### src/rtl/modulo_arbitro_transferencia_rolhas.sv
// rtl/modulo_arbitro_transferencia_rolhas.sv - cork buffer arbiter and strobe sequencer
// ARB_XFER_PRIO_EN: refill transfer gets fixed priority over operator load (rr pointer unused)
module modulo_arbitro_transferencia_rolhas #(
  parameter int SEC_W    = 7,
  parameter int MAIN_W   = 5,
  parameter int SEC_MAX  = 99,
  parameter int MAIN_CAP = 31,
  parameter int BATCH    = 20
) (
  input  logic              clk,
  input  logic              clr,
  input  logic              op_req,
  input  logic [SEC_W-1:0]  op_qty,
  input  logic              xfer_req,
  input  logic              seal_busy,
  input  logic [SEC_W-1:0]  sec_level,
  input  logic [MAIN_W-1:0] main_level,
  output logic              sec_inc,
  output logic              sec_dec,
  output logic              main_inc,
  output logic              op_ack,
  output logic              xfer_ack,
  output logic              err,
  output logic [1:0]        state
);

  typedef enum logic [1:0] {
    IDLE    = 2'b00,
    OP_LOAD = 2'b01,
    XFER    = 2'b10,
    DONE    = 2'b11
  } state_t;

  state_t           cur, nxt;
  logic [SEC_W-1:0] remaining, remaining_nxt;
  logic             rr_xfer, rr_xfer_nxt;
  logic             inc_q, inc_nxt, dec_q, dec_nxt;
  logic             op_ack_q, op_ack_nxt, xfer_ack_q, xfer_ack_nxt, err_q, err_nxt;
  logic             pick_xfer;
  logic [SEC_W:0]   op_sum;
  logic             op_bad;
  logic [SEC_W-1:0] room, xfer_n;

  always_comb begin
    op_sum = {1'b0, sec_level} + {1'b0, op_qty};
    op_bad = (op_qty == '0) || (op_sum > (SEC_W+1)'(SEC_MAX));
    room   = SEC_W'(MAIN_CAP) - SEC_W'(main_level);
    xfer_n = SEC_W'(BATCH);
    if (sec_level < xfer_n) xfer_n = sec_level;
    if (room < xfer_n) xfer_n = room;
  end

`ifdef ARB_XFER_PRIO_EN
  assign pick_xfer = xfer_req;
`else
  assign pick_xfer = xfer_req && (!op_req || rr_xfer);
`endif

  // Strobes are registered, so each cycle schedules the strobe of the following cycle;
  // a seal_busy cycle therefore suppresses the next transfer strobe.
  always_comb begin
    nxt           = cur;
    remaining_nxt = remaining;
    rr_xfer_nxt   = rr_xfer;
    inc_nxt       = 1'b0;
    dec_nxt       = 1'b0;
    op_ack_nxt    = 1'b0;
    xfer_ack_nxt  = 1'b0;
    err_nxt       = 1'b0;
    case (cur)
      IDLE: begin
        if (op_req || xfer_req) begin
          rr_xfer_nxt = !pick_xfer;
          if (pick_xfer) begin
            if (xfer_n == '0) begin
              nxt          = DONE;
              xfer_ack_nxt = 1'b1;
              err_nxt      = 1'b1;
            end else begin
              nxt           = XFER;
              remaining_nxt = xfer_n;
              dec_nxt       = !seal_busy;
            end
          end else begin
            if (op_bad) begin
              nxt        = DONE;
              op_ack_nxt = 1'b1;
              err_nxt    = 1'b1;
            end else begin
              nxt           = OP_LOAD;
              remaining_nxt = op_qty;
              inc_nxt       = 1'b1;
            end
          end
        end
      end
      OP_LOAD: begin
        if (remaining == SEC_W'(1)) begin
          nxt        = DONE;
          op_ack_nxt = 1'b1;
        end else begin
          remaining_nxt = remaining - SEC_W'(1);
          inc_nxt       = 1'b1;
        end
      end
      XFER: begin
        if (dec_q && remaining == SEC_W'(1)) begin
          nxt          = DONE;
          xfer_ack_nxt = 1'b1;
        end else begin
          if (dec_q) remaining_nxt = remaining - SEC_W'(1);
          dec_nxt = !seal_busy;
        end
      end
      DONE: begin
        nxt           = IDLE;
        remaining_nxt = '0;
      end
      default: nxt = IDLE;
    endcase
  end

  always_ff @(posedge clk or negedge clr) begin
    if (!clr) begin
      cur        <= IDLE;
      remaining  <= '0;
      rr_xfer    <= 1'b0;
      inc_q      <= 1'b0;
      dec_q      <= 1'b0;
      op_ack_q   <= 1'b0;
      xfer_ack_q <= 1'b0;
      err_q      <= 1'b0;
    end else begin
      cur        <= nxt;
      remaining  <= remaining_nxt;
      rr_xfer    <= rr_xfer_nxt;
      inc_q      <= inc_nxt;
      dec_q      <= dec_nxt;
      op_ack_q   <= op_ack_nxt;
      xfer_ack_q <= xfer_ack_nxt;
      err_q      <= err_nxt;
    end
  end

  assign sec_inc  = inc_q;
  assign sec_dec  = dec_q;
  assign main_inc = dec_q;
  assign op_ack   = op_ack_q;
  assign xfer_ack = xfer_ack_q;
  assign err      = err_q;
  assign state    = cur;

endmodule

### config.mk
export PLATFORM = sky130hd
export DESIGN_NAME = modulo_arbitro_transferencia_rolhas
export DESIGN_NICKNAME = d
export VERILOG_FILES = /design/src/rtl/modulo_arbitro_transferencia_rolhas.sv
export SDC_FILE = /design/constraint.sdc
export NUM_CORES = 1
export LEC_CHECK = 0
export ABC_AREA = 0
export CORE_MARGIN = 5
export CORE_UTILIZATION = 35
export DETAILED_ROUTE_END_ITERATION = 8
export PLACE_DENSITY = 0.71
export SYNTH_ARGS = -nofsm -noshare
export SYNTH_HDL_FRONTEND = slang
export SYNTH_SLANG_ARGS = --single-unit
### constraint.sdc
create_clock -name clk -period 2.3 [get_ports clk]
set_input_delay 0.23 -clock clk [delete_from_list [all_inputs] [get_ports clk]]
set_output_delay 0.23 -clock clk [all_outputs]
set_load 0.02 [all_outputs]
==> results.sh, run 1 <==
export IMPL_clk_latency_ps=240
export IMPL_first_global_vias=2027
export IMPL_drt_pass1_iterations=4
export IMPL_cts_buffer_depth=2
export IMPL_crit_family="compound AO/OA/AOI/OAI gates"
export IMPL_dr_wl_met3_um=342
export IMPL_critPathSlowestCell="a32o_2"
export IMPL_wl_met1_um=2340
export IMPL_clock_sinks=15
export IMPL_n_fill_cell=406
export IMPL_start_util_pct=35.65
export IMPL_yosysTopAreaCell="dfrtp_1"
export IMPL_crit_chain="clkbuf_2 -> nor3_4 -> buf_4 -> buf_4 -> ha_4 -> a21boi_1 -> nand4_1 -> a21oi_2 -> o31ai_4 -> a32o_2 -> buf_12 -> a32o_1"
export IMPL_topRoutingLayerUsed="met4"
export IMPL_relSlewSlack_pct=54.67
export IMPL_dp_slack_ps=-550.4
export IMPL_drcViolationCount=0
export IMPL_post_route_min_period_ps=2300
export IMPL_die_h_um=79.14
export IMPL_fmax_mhz=434.7
export IMPL_critPathBufInv=4
export IMPL_holdCritPathClass="in2async"
export IMPL_crit_path_start_kind="input pin"
export IMPL_io_pins=32
export IMPL_fp_row_count=25
export IMPL_hold_buffers=0
export IMPL_setup_viol=1
export IMPL_synth_edff_count=0
export IMPL_grt_overflow=0
export IMPL_antenna_found_initial=0
export IMPL_ys_top_cells_by_area="dfrtp_1, ha_1, o21ai_0"
export IMPL_coreArea_mm2=0.004692
export IMPL_wirelength_um=5596
export IMPL_cp_common_cell="buf_4"
export IMPL_worst_pin_slew_ps=677.9
export IMPL_fin_crit_sh_pct=100.0
export IMPL_ir_drop_mv=0.3773
export IMPL_cpPeakStageDelay_ps=270
export IMPL_fin_skew_ps=4.814
export IMPL_finalNonFillerCells=341
export IMPL_cts_buffers=3
export IMPL_dieArea_mm2=0.006262
export IMPL_num_vias=1963
export IMPL_cts_tree="built"
export IMPL_violations="negative setup slack"
export IMPL_grt_pass1_wl_um=9321
export IMPL_status="finished, violations left"
export IMPL_gr_usage_all_layers_pct=18.38
export IMPL_gp_congestion=0.8981
export IMPL_reg2reg_to="remaining[6]"
export IMPL_slew_viol_final=0
export IMPL_synth_area_per_cell_um2=8.406
export IMPL_wl_per_cell_um=16.41
export IMPL_drive_gt1_share_pct=41.81
export IMPL_final_cell_mix="buf_4, nand2_1, o21ai_0, dfrtp_1, clkdlybuf4s50_1"
export IMPL_num_antenna_cells=0
export IMPL_dp_hpwl_um=3980
export IMPL_ys_flop_type="dfrtp_1"
export IMPL_cts_root_buf="clkbuf_8"
export IMPL_worstRegToRegCells=9
export IMPL_io_buffers=31
export IMPL_die_w_um=79.14
export IMPL_setup_slack_ps=-0.4117
export IMPL_synth_ff_latch_count=15
export IMPL_p_per_area_mw_per_mm2=876.2
export IMPL_path_max_fanout=6
export IMPL_worstSetupPathType="in2reg"
export IMPL_yosysWarningCount=0
export IMPL_synth_async_sr_flop_share_pct=100.0
export IMPL_clk_pin_slew_ps=60
export IMPL_h_tree_depth=1
export IMPL_syn_num_nets=240
export IMPL_r2r_start="state[0]"
export IMPL_r2r_setup_slack_ps=150
export IMPL_finalNetCount=329
export IMPL_grt_max_degree=16
export IMPL_power_leakage_nw=1.220
export IMPL_final_antenna_net_count=0
export IMPL_flow_area_growth_from_synthesis_pct=64.32
export IMPL_final_core_util_pct=58.59
export IMPL_synth_cell_types=64
export IMPL_end_kind="flop"
export IMPL_dp_cells=325
export IMPL_viasPerCell=5.757
export IMPL_synth_area_mm2=0.001673
export IMPL_critPathRequiredTime_ps=2430
export IMPL_cp_depth=12
export IMPL_synthesis_instances=199
export IMPL_cp_arrival_ps=2430
export IMPL_p_total_mw=2.409
export IMPL_ys_seq_area_share_pct=22.44
export IMPL_netlist_area_leader_share_pct=22.44
export IMPL_hold_viol=0
export IMPL_final_common_cell="buf_4"
export IMPL_drv_cap=0
export IMPL_first_iter_violations=155
export IMPL_dr_wl_met2_um=2799
cell usage after synthesis, types with 3 or more instances:
master,number
dfrtp_1,15
inv_1,13
nand3_1,6
a211oi_1,3
a32o_1,5
nor2_1,11
nor3b_1,3
ha_1,16
nand2_1,19
nor4_1,3
nor2b_1,3
nand2b_1,5
nor3_1,7
o21ai_0,17
nand4_1,5
a21oi_1,8
how the worst max path moves through the flow:
stage,end,start
after floorplan,remaining[1],sec_level[5]
after global placement,remaining[1],sec_level[6]
after detailed placement,remaining[4],sec_level[4]
after CTS,remaining[6],sec_level[4]
after global routing,remaining[4],sec_level[5]
final,remaining[6],sec_level[5]
per-stage QoR:
stage / TNS [ps] / instance area (um^2) / hold WS, ps
3_3_place_gp: -5465 / 2407 / 488.3
2_1_floorplan: 0 / 1702 / -65.59
5_1_grt: -343.9 / 2749 / 462.0
6_report: -0.4117 / 2749 / 400.7
4_1_cts: 0 / 2650 / 420.9
3_5_place_dp: -6005 / 2407 / 496.7
cell families after synthesis:
group | share of synthesized area [%]
and+or+nand+nor | 26.70
AOI/OAI and AO/OA | 32.16
adders and majority gates | 13.16
buffers and inverters | 4.039
DFF | 22.44
muxes | 1.496
area by class of cell:
| class | count | area (um^2) | area share [%] |
|---|---|---|---|
| multi-input combinational | 167 | 1464 | 53.25 |
| tap | 54 | 67.56 | 2.458 |
| clock buffer | 4 | 45.04 | 1.639 |
| inverter | 14 | 52.55 | 1.912 |
| sequential | 15 | 376.6 | 13.70 |
| timing repair buffer | 87 | 743.2 | 27.04 |
metal layers:
layer,global-route usage [%],up-vias
met2,32.24,75
li1,-,953
met1,23.07,923
met5,0,-
met3,1.927,12
met4,6.873,0
sequential cells by signal, summed over array words and instances, names as in the netlist:
name / flops
main_inc: 1
op_ack: 1
err: 1
remaining: 7
rr_xfer: 1
sec_inc: 1
state: 2
xfer_ack: 1
worst register-to-register path: stages, from the launching register on:
cell	delay (ps)
dfrtp_2	420
inv_1	90
ha_1	160
buf_4	200
nand2_1	110
a31o_4	290
nor2b_4	140
a32o_2	290
buf_12	140
a32o_1	210
power by group:
| group | internal, mW | total [mW] | switching [mW] |
|---|---|---|---|
| clock | 0.122 | 0.208 | 0.0860 |
| sequential | 0.373 | 0.463 | 0.0890 |
| combinational | 0.849 | 1.74 | 0.889 |
| total | 1.34 | 2.41 | 1.06 |
timing repair:
item | in CTS | in global routing
pin swaps | 11 | 16
cloned | 0 | 0
setup buffers | 10 | 2
gates resized for setup | 41 | 36
endpoints found under the setup margin | 14 | 9
Power figures use the tool's default switching activity.
==> inputs of run 2 (changes only) <==
Settings changed: CTS_BUF_LIST set to sky130_fd_sc_hd__clkbuf_8.
==> results.sh, run 2 (synthesized netlist as in run 1, its figures left out) <==
export IMPL_top_register="remaining"
export IMPL_cts_tree="built"
export IMPL_largest_register_ff_count=7
export IMPL_gp_congestion=0.8981
export IMPL_fin_skew_ps=4.971
export IMPL_cts_buffer_depth=2
export IMPL_ir_drop_mv=0.3770
export IMPL_finalNetCount=329
export IMPL_final_cell_mix="buf_4, nand2_1, o21ai_0, dfrtp_1, clkdlybuf4s50_1"
export IMPL_worstRegToRegCells=9
export IMPL_violations="negative setup slack"
export IMPL_register_area_um2=376.6
export IMPL_h_tree_depth=1
export IMPL_setup_slack_ps=-0.3362
export IMPL_die_h_um=79.14
export IMPL_grt_pass1_wl_um=9321
export IMPL_clock_sinks=15
export IMPL_clk_pin_slew_ps=60
export IMPL_hold_viol=0
export IMPL_gr_usage_all_layers_pct=18.38
export IMPL_wirelength_um=5598
export IMPL_multi_input_area_mm2=0.001464
export IMPL_flow_area_growth_from_synthesis_pct=64.32
export IMPL_end_kind="flop"
export IMPL_io_pins=32
export IMPL_cp_arrival_ps=2430
export IMPL_dieArea_mm2=0.006262
export IMPL_relSlewSlack_pct=54.97
export IMPL_critPathRequiredTime_ps=2430
export IMPL_power_leakage_nw=1.224
export IMPL_status="finished, violations left"
export IMPL_dp_slack_ps=-550.4
export IMPL_dp_cells=325
export IMPL_fin_crit_sh_pct=100.0
export IMPL_die_w_um=79.14
export IMPL_num_vias=1961
export IMPL_io_buffers=31
export IMPL_grt_overflow=0
export IMPL_coreArea_mm2=0.004692
export IMPL_reg2reg_to="remaining[6]"
export IMPL_n_fill_cell=406
export IMPL_first_iter_violations=152
export IMPL_r2r_start="state[0]"
export IMPL_endpoint="remaining[6]"
export IMPL_crit_path_start_kind="input pin"
export IMPL_wl_per_cell_um=16.42
export IMPL_drive_gt1_share_pct=41.81
export IMPL_first_global_vias=2027
export IMPL_drt_pass1_iterations=4
export IMPL_start_util_pct=35.65
export IMPL_setup_viol=1
export IMPL_holdWs_ps=398.6
export IMPL_final_common_cell="buf_4"
export IMPL_dp_hpwl_um=3980
export IMPL_finalNonFillerCells=341
export IMPL_cts_root_buf="clkbuf_8"
export IMPL_clk_latency_ps=240
export IMPL_fmax_mhz=434.7
export IMPL_cp_startpoint="sec_level[5]"
export IMPL_antenna_found_initial=0
export IMPL_viasPerCell=5.751
export IMPL_num_antenna_cells=0
export IMPL_drv_cap=0
export IMPL_final_core_util_pct=58.59
export IMPL_slew_viol_final=0
export IMPL_worst_pin_slew_ps=673.3
export IMPL_cts_buffers=3
export IMPL_final_antenna_net_count=0
export IMPL_path_max_fanout=6
export IMPL_p_total_mw=2.405
export IMPL_grt_max_degree=16
export IMPL_fp_row_count=25
export IMPL_post_route_min_period_ps=2300
export IMPL_p_per_area_mw_per_mm2=874.8
export IMPL_dpl_cell_area_mm2=0.002407
export IMPL_tns_ps=-0.3362
export IMPL_holdCritPathClass="in2async"
export IMPL_r2r_setup_slack_ps=150
export IMPL_worstSetupPathType="in2reg"
export IMPL_finalInstanceArea_mm2=0.002749
export IMPL_drcViolationCount=0
run 2: changes by cell type in the layout (fill, tap and decap cells not counted):
cell / change
clkbuf_1: -1
inv_1: +1
run 2: how the worst min path moves through the flow:
stage	end	slack (ps)
2_1_floorplan	err	-70
3_3_place_gp	rr_xfer	490
3_5_place_dp	rr_xfer	500
4_1_cts	remaining[6]	420
5_1_grt	remaining[6]	460
6_report	remaining[6]	400
run 2: critical path: stages:
cell      delay, ps
clkbuf_2        130
nor3_4          240
buf_4           140
buf_4           120
ha_4            210
a21boi_1        220
nand4_1         180
a21oi_2         240
o31ai_4         100
a32o_2          270
buf_12          140
a32o_1          210
run 2: repair_timing:
item / CTS / global route
hold endpoints to repair: 0 / 0
setup endpoints to repair: 14 / 9
setup buffers: 10 / 2
gates cloned: 0 / 0
hold buffers: 0 / 0
resized for setup: 41 / 36
pin swaps: 11 / 16
run 2: cell type report:
type	count	area share, %
clock buffers	3	1.502
clock inverters	1	0.1365
inverters	14	1.912
multi-input cells	167	53.25
flip-flops and latches	15	13.70
well taps	54	2.458
repair buffers	87	27.04
run 2: report_power, final:
part	leakage [nW]	switching, mW	total (mW)	internal, mW
combinational	1.01	0.890	1.74	0.849
sequential	0.191	0.0888	0.462	0.373
clock	0.0269	0.0862	0.204	0.118
total	1.22	1.06	2.40	1.34
run 2: routing by layer:
layer,global-route usage (%),wire length [um]
met2,32.24,2800
met5,0,0
met4,6.873,114
met1,23.07,2339
met3,1.927,343
==> inputs of run 3 (changes only) <==
Settings changed: ABC_AREA 0 to unset, HOLD_SLACK_MARGIN set to 0.1.
==> results of run 3 <==
No change in the layout: final DEF, timing and power equal those of run 2.
